===== src/rtl/intdiv_radix2.sv =====
`default_nettype none
// ============================================================================
// Module   : intdiv_radix2
// Brief    : Iterative radix-2 restoring divider for RISC-V DIV/DIVU/REM/REMU(W).
// Revision : 1.0 - initial release
// ============================================================================
module intdiv_radix2 #(
    parameter int XLEN = 64
) (
    input  logic            clk,
    input  logic            reset,
    input  logic            StallM,
    input  logic            FlushE,
    input  logic            IntDivE,
    input  logic            DivSignedE,
    input  logic            W64E,
    input  logic [XLEN-1:0] ForwardedSrcAE,
    input  logic [XLEN-1:0] ForwardedSrcBE,
    output logic            DivBusyE,
    output logic [XLEN-1:0] QuotM,
    output logic [XLEN-1:0] RemM
);

    localparam int CW = $clog2(XLEN + 1);

    typedef enum logic [1:0] {
        S_IDLE = 2'd0,
        S_BUSY = 2'd1,
        S_DONE = 2'd2
    } state_t;

    state_t          r_state, w_state_nxt;
    logic            w_start, w_w64, w_sign_a, w_sign_b, w_last;
    logic [XLEN-1:0] w_a_ext, w_b_ext, w_abs_a, w_abs_b;
    logic [XLEN-1:0] r_rem, r_quot, r_abs_b;
    logic            r_sign_a, r_sign_b, r_w64, r_bzero;
    logic [CW-1:0]   r_cnt, w_last_idx;
    logic [XLEN:0]   w_shift, w_diff;
    logic [XLEN-1:0] w_rem_nxt, w_quot_nxt, w_q_res, w_r_res;

    // Operand preparation: W-type ops work on the low word, extended by signedness
    always_comb begin
        w_w64 = (XLEN == 64) && W64E;
        if (w_w64) begin
            w_a_ext = DivSignedE ? XLEN'($signed(ForwardedSrcAE[31:0])) : XLEN'(ForwardedSrcAE[31:0]);
            w_b_ext = DivSignedE ? XLEN'($signed(ForwardedSrcBE[31:0])) : XLEN'(ForwardedSrcBE[31:0]);
            w_sign_a = DivSignedE & ForwardedSrcAE[31];
            w_sign_b = DivSignedE & ForwardedSrcBE[31];
        end else begin
            w_a_ext  = ForwardedSrcAE;
            w_b_ext  = ForwardedSrcBE;
            w_sign_a = DivSignedE & ForwardedSrcAE[XLEN-1];
            w_sign_b = DivSignedE & ForwardedSrcBE[XLEN-1];
        end
        w_abs_a = w_sign_a ? -w_a_ext : w_a_ext;
        w_abs_b = w_sign_b ? -w_b_ext : w_b_ext;
    end

    // One restoring step: shift in next dividend bit, trial-subtract the divisor
    always_comb begin
        w_shift    = {r_rem, r_quot[XLEN-1]};
        w_diff     = w_shift - {1'b0, r_abs_b};
        w_rem_nxt  = w_diff[XLEN] ? w_shift[XLEN-1:0] : w_diff[XLEN-1:0];
        w_quot_nxt = {r_quot[XLEN-2:0], ~w_diff[XLEN]};
        w_q_res    = ((r_sign_a ^ r_sign_b) & ~r_bzero) ? -w_quot_nxt : w_quot_nxt;
        w_r_res    = r_sign_a ? -w_rem_nxt : w_rem_nxt;
        if (r_w64) begin
            w_q_res = XLEN'($signed(w_q_res[31:0]));
            w_r_res = XLEN'($signed(w_r_res[31:0]));
        end
        w_last_idx = r_w64 ? CW'(31) : CW'(XLEN - 1);
        w_last     = (r_cnt == w_last_idx);
    end

    always_comb begin
        w_start     = IntDivE & (r_state == S_IDLE) & ~FlushE & ~StallM;
        DivBusyE    = w_start | (r_state == S_BUSY);
        w_state_nxt = r_state;
        case (r_state)
            S_IDLE:  if (w_start) w_state_nxt = S_BUSY;
            S_BUSY: begin
                if (FlushE)      w_state_nxt = S_IDLE;
                else if (w_last) w_state_nxt = S_DONE;
            end
            S_DONE:  if (FlushE || !StallM) w_state_nxt = S_IDLE;
            default: w_state_nxt = S_IDLE;
        endcase
    end

    always_ff @(posedge clk) begin
        if (reset) r_state <= S_IDLE;
        else       r_state <= w_state_nxt;
    end

    always_ff @(posedge clk) begin
        if (reset) begin
            r_rem    <= '0;
            r_quot   <= '0;
            r_abs_b  <= '0;
            r_sign_a <= 1'b0;
            r_sign_b <= 1'b0;
            r_w64    <= 1'b0;
            r_bzero  <= 1'b0;
            r_cnt    <= '0;
            QuotM    <= '0;
            RemM     <= '0;
        end else if (w_start) begin
            r_rem    <= '0;
            // Left-align a W-type dividend so bits always enter from the top
            r_quot   <= w_w64 ? (w_abs_a << (XLEN - 32)) : w_abs_a;
            r_abs_b  <= w_abs_b;
            r_sign_a <= w_sign_a;
            r_sign_b <= w_sign_b;
            r_w64    <= w_w64;
            r_bzero  <= (w_b_ext == '0);
            r_cnt    <= '0;
        end else if (r_state == S_BUSY && !FlushE) begin
            r_rem  <= w_rem_nxt;
            r_quot <= w_quot_nxt;
            r_cnt  <= r_cnt + CW'(1);
            if (w_last) begin
                QuotM <= w_q_res;
                RemM  <= w_r_res;
            end
        end
    end

endmodule
`default_nettype wire


===== config.mk =====
export PLATFORM = sky130hd
export DESIGN_NAME = intdiv_radix2
export DESIGN_NICKNAME = d
export VERILOG_FILES = /design/src/rtl/intdiv_radix2.sv
export SDC_FILE = /design/constraint.sdc
export NUM_CORES = 1
export LEC_CHECK = 0
export CAP_MARGIN = 40
export CORE_MARGIN = 2
export CORE_UTILIZATION = 30
export CTS_CLUSTER_DIAMETER = 60
export DETAILED_ROUTE_END_ITERATION = 8
export PLACE_DENSITY_LB_ADDON = 0.15
export SYNTH_ARGS = -nofsm -noshare
export SYNTH_HDL_FRONTEND = slang
export SYNTH_SLANG_ARGS = --single-unit

===== constraint.sdc =====
create_clock -name clk -period 7.3 [get_ports clk]
set_input_delay 1.095 -clock clk [delete_from_list [all_inputs] [get_ports clk]]
set_output_delay 1.095 -clock clk [all_outputs]
set_load 0.03 [all_outputs]

Word level (Yosys, flattened, before mapping)
Index checks and enable logic that the tools add are counted.

cells by class
  add/sub/neg operators = 6
  eq/ne operators = 6
  muxes and demuxes = 22
  bitwise operators = 15
  reductions and logical operators = 10

operators with widths
  cell                   number
  $mux W64               14
  $neg A64 Y64           4
  $sub A65 B64 Y65       1
  $logic_not A64 Y1      1
  $and A1 B1 Y1          8
  $mux W2                4
  $add A7 B1 Y7 const B  1
  $eq A7 B6 Y1           1
  $mux W6                1
  $pmux W2 S3            1
  $reduce_and A3 Y1      2
  $not A1 Y1             5
  $ne A2 B2 Y1 const B   2
  $ne A3 B3 Y1 const B   1
  $eq A2 B1 Y1 const B   1
  $eq A2 B2 Y1 const B   1
  $logic_not A1 Y1       2
  $logic_not A2 Y1       1
  $mux W1                2
  $reduce_bool A2 Y1     1
  $reduce_or A2 Y1       1
  $logic_and A1 B1 Y1    1
  $logic_or A1 B1 Y1     1
  $or A1 B1 Y1           1
  $xor A1 B1 Y1          1

storage, ports and cells
  flip-flop bits (word level) = 333
  input port bits = 135

Longest topological paths before layout
  depth in word-level cells = 6
  gate-level depth with buffers = 32
  depth with buffers taken out = 25

Least setup slack after synthesis
OpenSTA, ideal clock, no wires.

  path type = flip-flop to flip-flop
  from = register r_quot[63]
  to = register RemM[60]
  setup time = 0.127 ns
  data arrival time = 5.974 ns
  data required time = 7.173 ns
  path slack = 1.199 ns
  stages on the path, launching flop included = 28
  path buffers = 5
  period minus slack after synthesis = 6.101 ns
  path through = dfxtp_1 inv_1 ha_1 inv_1 fa_1 a211oi_1 o211ai_2 nand3_2 a21oi_1 a22o_1 nor3_4 buf_4 buf_4 buf_2 clkbuf_1 buf_2 mux2i_1 ha_1 inv_1 or4_1 or3_1 nor2_1 mux2i_1 a221o_1 or4_1 o31ai_1 or4_1 o211ai_1

between the ends
  word-level cells in the longest chain between the ends = 5

ends and longest elaborated chain
  item                      RTL line  text
  start: declaration        35        logic [XLEN-1:0] r_rem, r_quot, r_abs_b;
  start signal: assignment  110       r_quot <= w_w64 ? (w_abs_a << (XLEN - 32)) : w_abs_a;
  start signal: assignment  119       r_quot <= w_quot_nxt;
  $sub A65 B64 Y65          62        w_diff = w_shift - {1'b0, r_abs_b};
  $mux W64 (*)              63        w_rem_nxt = w_diff[XLEN] ? w_shift[XLEN-1:0] : w_diff[XLEN-1:0];
  $neg A64 Y64              66        w_r_res = r_sign_a ? -w_rem_nxt : w_rem_nxt;
  $mux W64 (*)              66
  $mux W64 (*)              67        if (r_w64) begin
  end signal: assignment    123       RemM <= w_r_res;
  end: declaration          21        output logic [XLEN-1:0] RemM

Mark *: on every way between the ends. The rest lies on a longest branch, timed or not.
A chain may end at the register's enable or synchronous reset.

Final worst setup path
  from = register r_rem[30]
  to = register RemM[62]

between the ends
  word-level cells in the longest chain between the ends = 5

ends and longest elaborated chain
  item                      RTL line  text
  start: declaration        35
  start signal: assignment  118       r_rem <= w_rem_nxt;
  $sub A65 B64 Y65          62
  $mux W64 (*)              63
  $neg A64 Y64              66
  $mux W64 (*)              66
  $mux W64 (*)              67

Marks and branches as above.

==> results.toml <==
[sta]
grt_setup_unrepaired = "no"
post-route-period-util_pct = 88.7
fin_crit_ns = 6.47
fin_worst_skew_ns = 0.0424
hold_viol = 0
slew_viol_final = 0
final.setup.tns_ns = 0
max-slew-margin-rel_pct = 36.4
fmax_mhz = 154
setup_viol = 0
tightestPinTransition_ns = 0.927

[global_routing]
grt_antenna_before_repair = 5
grt_pass1_vias = 27200
grt_max_degree = 166
grt_pass1_wl_microns = 188000
grt_overflow = 0
track_usage_pct = 27.7

[detailed_routing]
drtIter0Drc = 2866
antenna_left = 0
via_per_inst = 5.79
drt_wl_total_microns = 129000
drt-wirelength-per-cell_microns = 25.8
remaining_drc_errors = 0
dr.pass1.iters = 6
via_count = 29000

[power_and_ir_drop]
p_leak_uw = 0.0114
peakVddDrop_v = 0.000194
power_uw = 7670
power.density_nw_per_um2 = 243

[min_path]
hp-start = "r_abs_b[37]"
hold_class = "register to register"
whs_path_depth = 2

[floorplanning]
initial_core_util_pct = 30.3
coreArea_sq_um = 86900
boundaryPins = 264
die-width_microns = 300
chipHeight_microns = 300
dieArea_sq_um = 90200
rows = 108

[worst_setup_path]
arrival_ns = 7.01
critPathCaptureType = "register"
required_ns = 7.83
critPathMaxFanout = 13
r2r_cells = 21
path_class = "register to register"
cp-startpoint = "r_rem[30]"
cp-start-kind = "register"
r2r-start = "r_rem[30]"

[final_layout]
seqCellArea_sq_um = 6670
drive_gt1_share_pct = 6.02
num-fill-cells = 9317
final_cells = 5014
multi_input_area_sq_um = 18300
synthToLayoutAreaGrowth_pct = 20.1
final_nets = 4023

[logic_synthesis]
synth_ff_type = "dfxtp_1"
synth_top_cell_area_share_pct = 25.3
synthDistinctLibCells = 104
synthesis.nets = 3885
synthTopCellsByArea = "dfxtp_1 (25%), nor2_1 (7.5%), nand2_1 (6.3%), a21oi_1 (6.1%), a211oi_1 (5.4%)"
yosysTopAreaCell = "dfxtp_1"
ys_ff_latch = 333
ys_warn_count = 0
yosysSeqAreaShare_pct = 25.3
ys_async_sr_fraction_pct = 0
syn-instance-count = 3680
avgSynthCellArea_sq_um = 7.16
synth_edf_count = 0
synth_area_sq_um = 26300

[clocking]
cts.sinks = 333
cts_tree = "yes"
cts_root_buffer = "clkbuf_16"
cts.htree.levels = 2
cts_buffers = 47
clk_latency_ns = 0.65
cts_hold_buf = 0
path_clk_slew_ns = 0.05
cts_resized = 0
postCtsSetupBuffers = 0
cts_max_path_buffers = 3

[placed_design]
portBuffers = 263
gp_congestion = 0.978
placed_cells = 4924
dp_hpwl_microns = 101000

[run_status]
outcome = "finished clean"

[job]
maxCapViolations = 0
## layer usage
layer | share of wire [%] | global-route usage, % | wire, microns
met1 | 44 | 37.3 | 57400
met2 | 45 | 44.4 | 58500
met3 | 6.4 | 4.31 | 8270
met4 | 3.9 | 10.0 | 5010
met5 | 0.022 | 0 | 28
## area by class of cell
type                       instances  share of cell area (%)
multi-input combinational       2998                    57.7
sequential                       333                    21.1
timing repair buffer             333                    10.2
tap                             1155                    4.57
clock buffer                      65                    4.15
inverter                         105                    1.25
clock inverter                    22                    1.02
antenna                            3                  0.0237
## final timing paths
check                                    to  slack (ns)
worst max register to register     RemM[62]        0.83
worst min-delay path            r_abs_b[37]        0.45
worst min register to register  r_abs_b[37]        0.45
worst max-delay path               RemM[62]        0.83
## per-stage QoR
step	area, sq um	worst slack, ns	hold slack [ns]	utilization, %
global route	31600	0.580	0.466	36.4
floorplan	26300	1.20	0.432	-
detailed placement	30000	1.11	0.444	34.5
finish	31600	0.825	0.450	36.4
CTS	31600	1.10	0.450	36.4
global placement	29900	1.27	0.437	34.4
## worst max-delay path, cell delays in order (launching register included)
cell and delay (ns):
dfxtp_1 0.51, ha_1 0.43, a21oi_1 0.24, o21ai_0 0.25
a21oi_1 0.38, a21boi_0 0.26, o21a_1 0.34, nor3_4 0.34
clkinv_2 0.15, nand2_1 0.08, o21ai_0 0.15, inv_1 0.09
ha_1 0.17, nand2_1 0.07, nor4_1 0.47, nor4b_1 0.60
nand4_1 0.22, a2111o_1 0.59, nor4_2 0.46, a31oi_1 0.16
xor2_1 0.17, a211oi_1 0.23
## power by group
part / internal, uW / switching (uW)
Sequential: 1860 / 52.9
Clock: 1460 / 1010
Combinational: 1010 / 2280
## logic make-up after synthesis
| logic type | Yosys count | synth area share (%) |
|---|---|---|
| AO/OA/AOI/OAI | 1131 | 28.8 |
| flip-flops | 333 | 25.3 |
| buffers and inverters | 349 | 5.50 |
| multiplexers | 74 | 2.89 |
| adder cells (fa/ha/maj) | 70 | 3.35 |
| XOR/XNOR | 242 | 8.08 |
| AND/OR/NAND/NOR | 1481 | 26.1 |
## registers in the layout, summed over array words and instances, names as in the netlist
signal	count
r_w64	1
r_sign_b	1
r_sign_a	1
r_quot	64
QuotM	64
r_cnt	7
r_abs_b	64
r_rem	64
r_state	2
RemM	64
r_bzero	1
## cell usage after synthesis (all sizes together), types with 8 or more instances
cell / n
a221oi: 13
o21bai: 15
xnor2: 117
o21a: 25
and2: 17
nand3: 53
nand4: 56
a211o: 8
or4: 26
a311oi: 40
nor4b: 14
a22oi: 14
o31a: 15
or2: 16
buf: 78
nand2b: 21
mux2: 14
nor3: 109
nor4: 61
nor2: 527
o22ai: 10
xor2: 125
clkbuf: 166
mux2i: 60
o31ai: 52
o21ai: 194
nor3b: 10
a21boi: 20
o41ai: 17
nand3b: 10
a21o: 35
nor2b: 13
o211ai: 28
ha: 69
a2111oi: 14
dfxtp: 333
and3: 27
nand2: 441
and4: 14
inv: 104
a31oi: 35
a211oi: 192
a21oi: 323
or3: 60
## cell usage in the layout (no fill, tap or decap), drive strengths merged, types with 14 or more instances in the layout
master and n:
o21bai 15, o41ai 17, nor4b 14, xor2 125, nand2 441, mux2i 60, buf 71, a311oi 40
o31ai 52, o31a 15, o21a 25, mux2 14, clkbuf 66, o21ai 194, or2 16, a2111oi 14
a21boi 20, xnor2 117, clkdlybuf4s50 261, a22oi 14, dfxtp 333, a21o 35, or4 26, nor2 527
or3 60, and4 14, nand3 53, a21oi 323, inv 109, a31oi 35, o211ai 28, a211oi 192
nor3 109, ha 69, nand2b 21, nand4 56, and3 27, and2 17, nor4 61
Power figures use the tool's default switching activity.
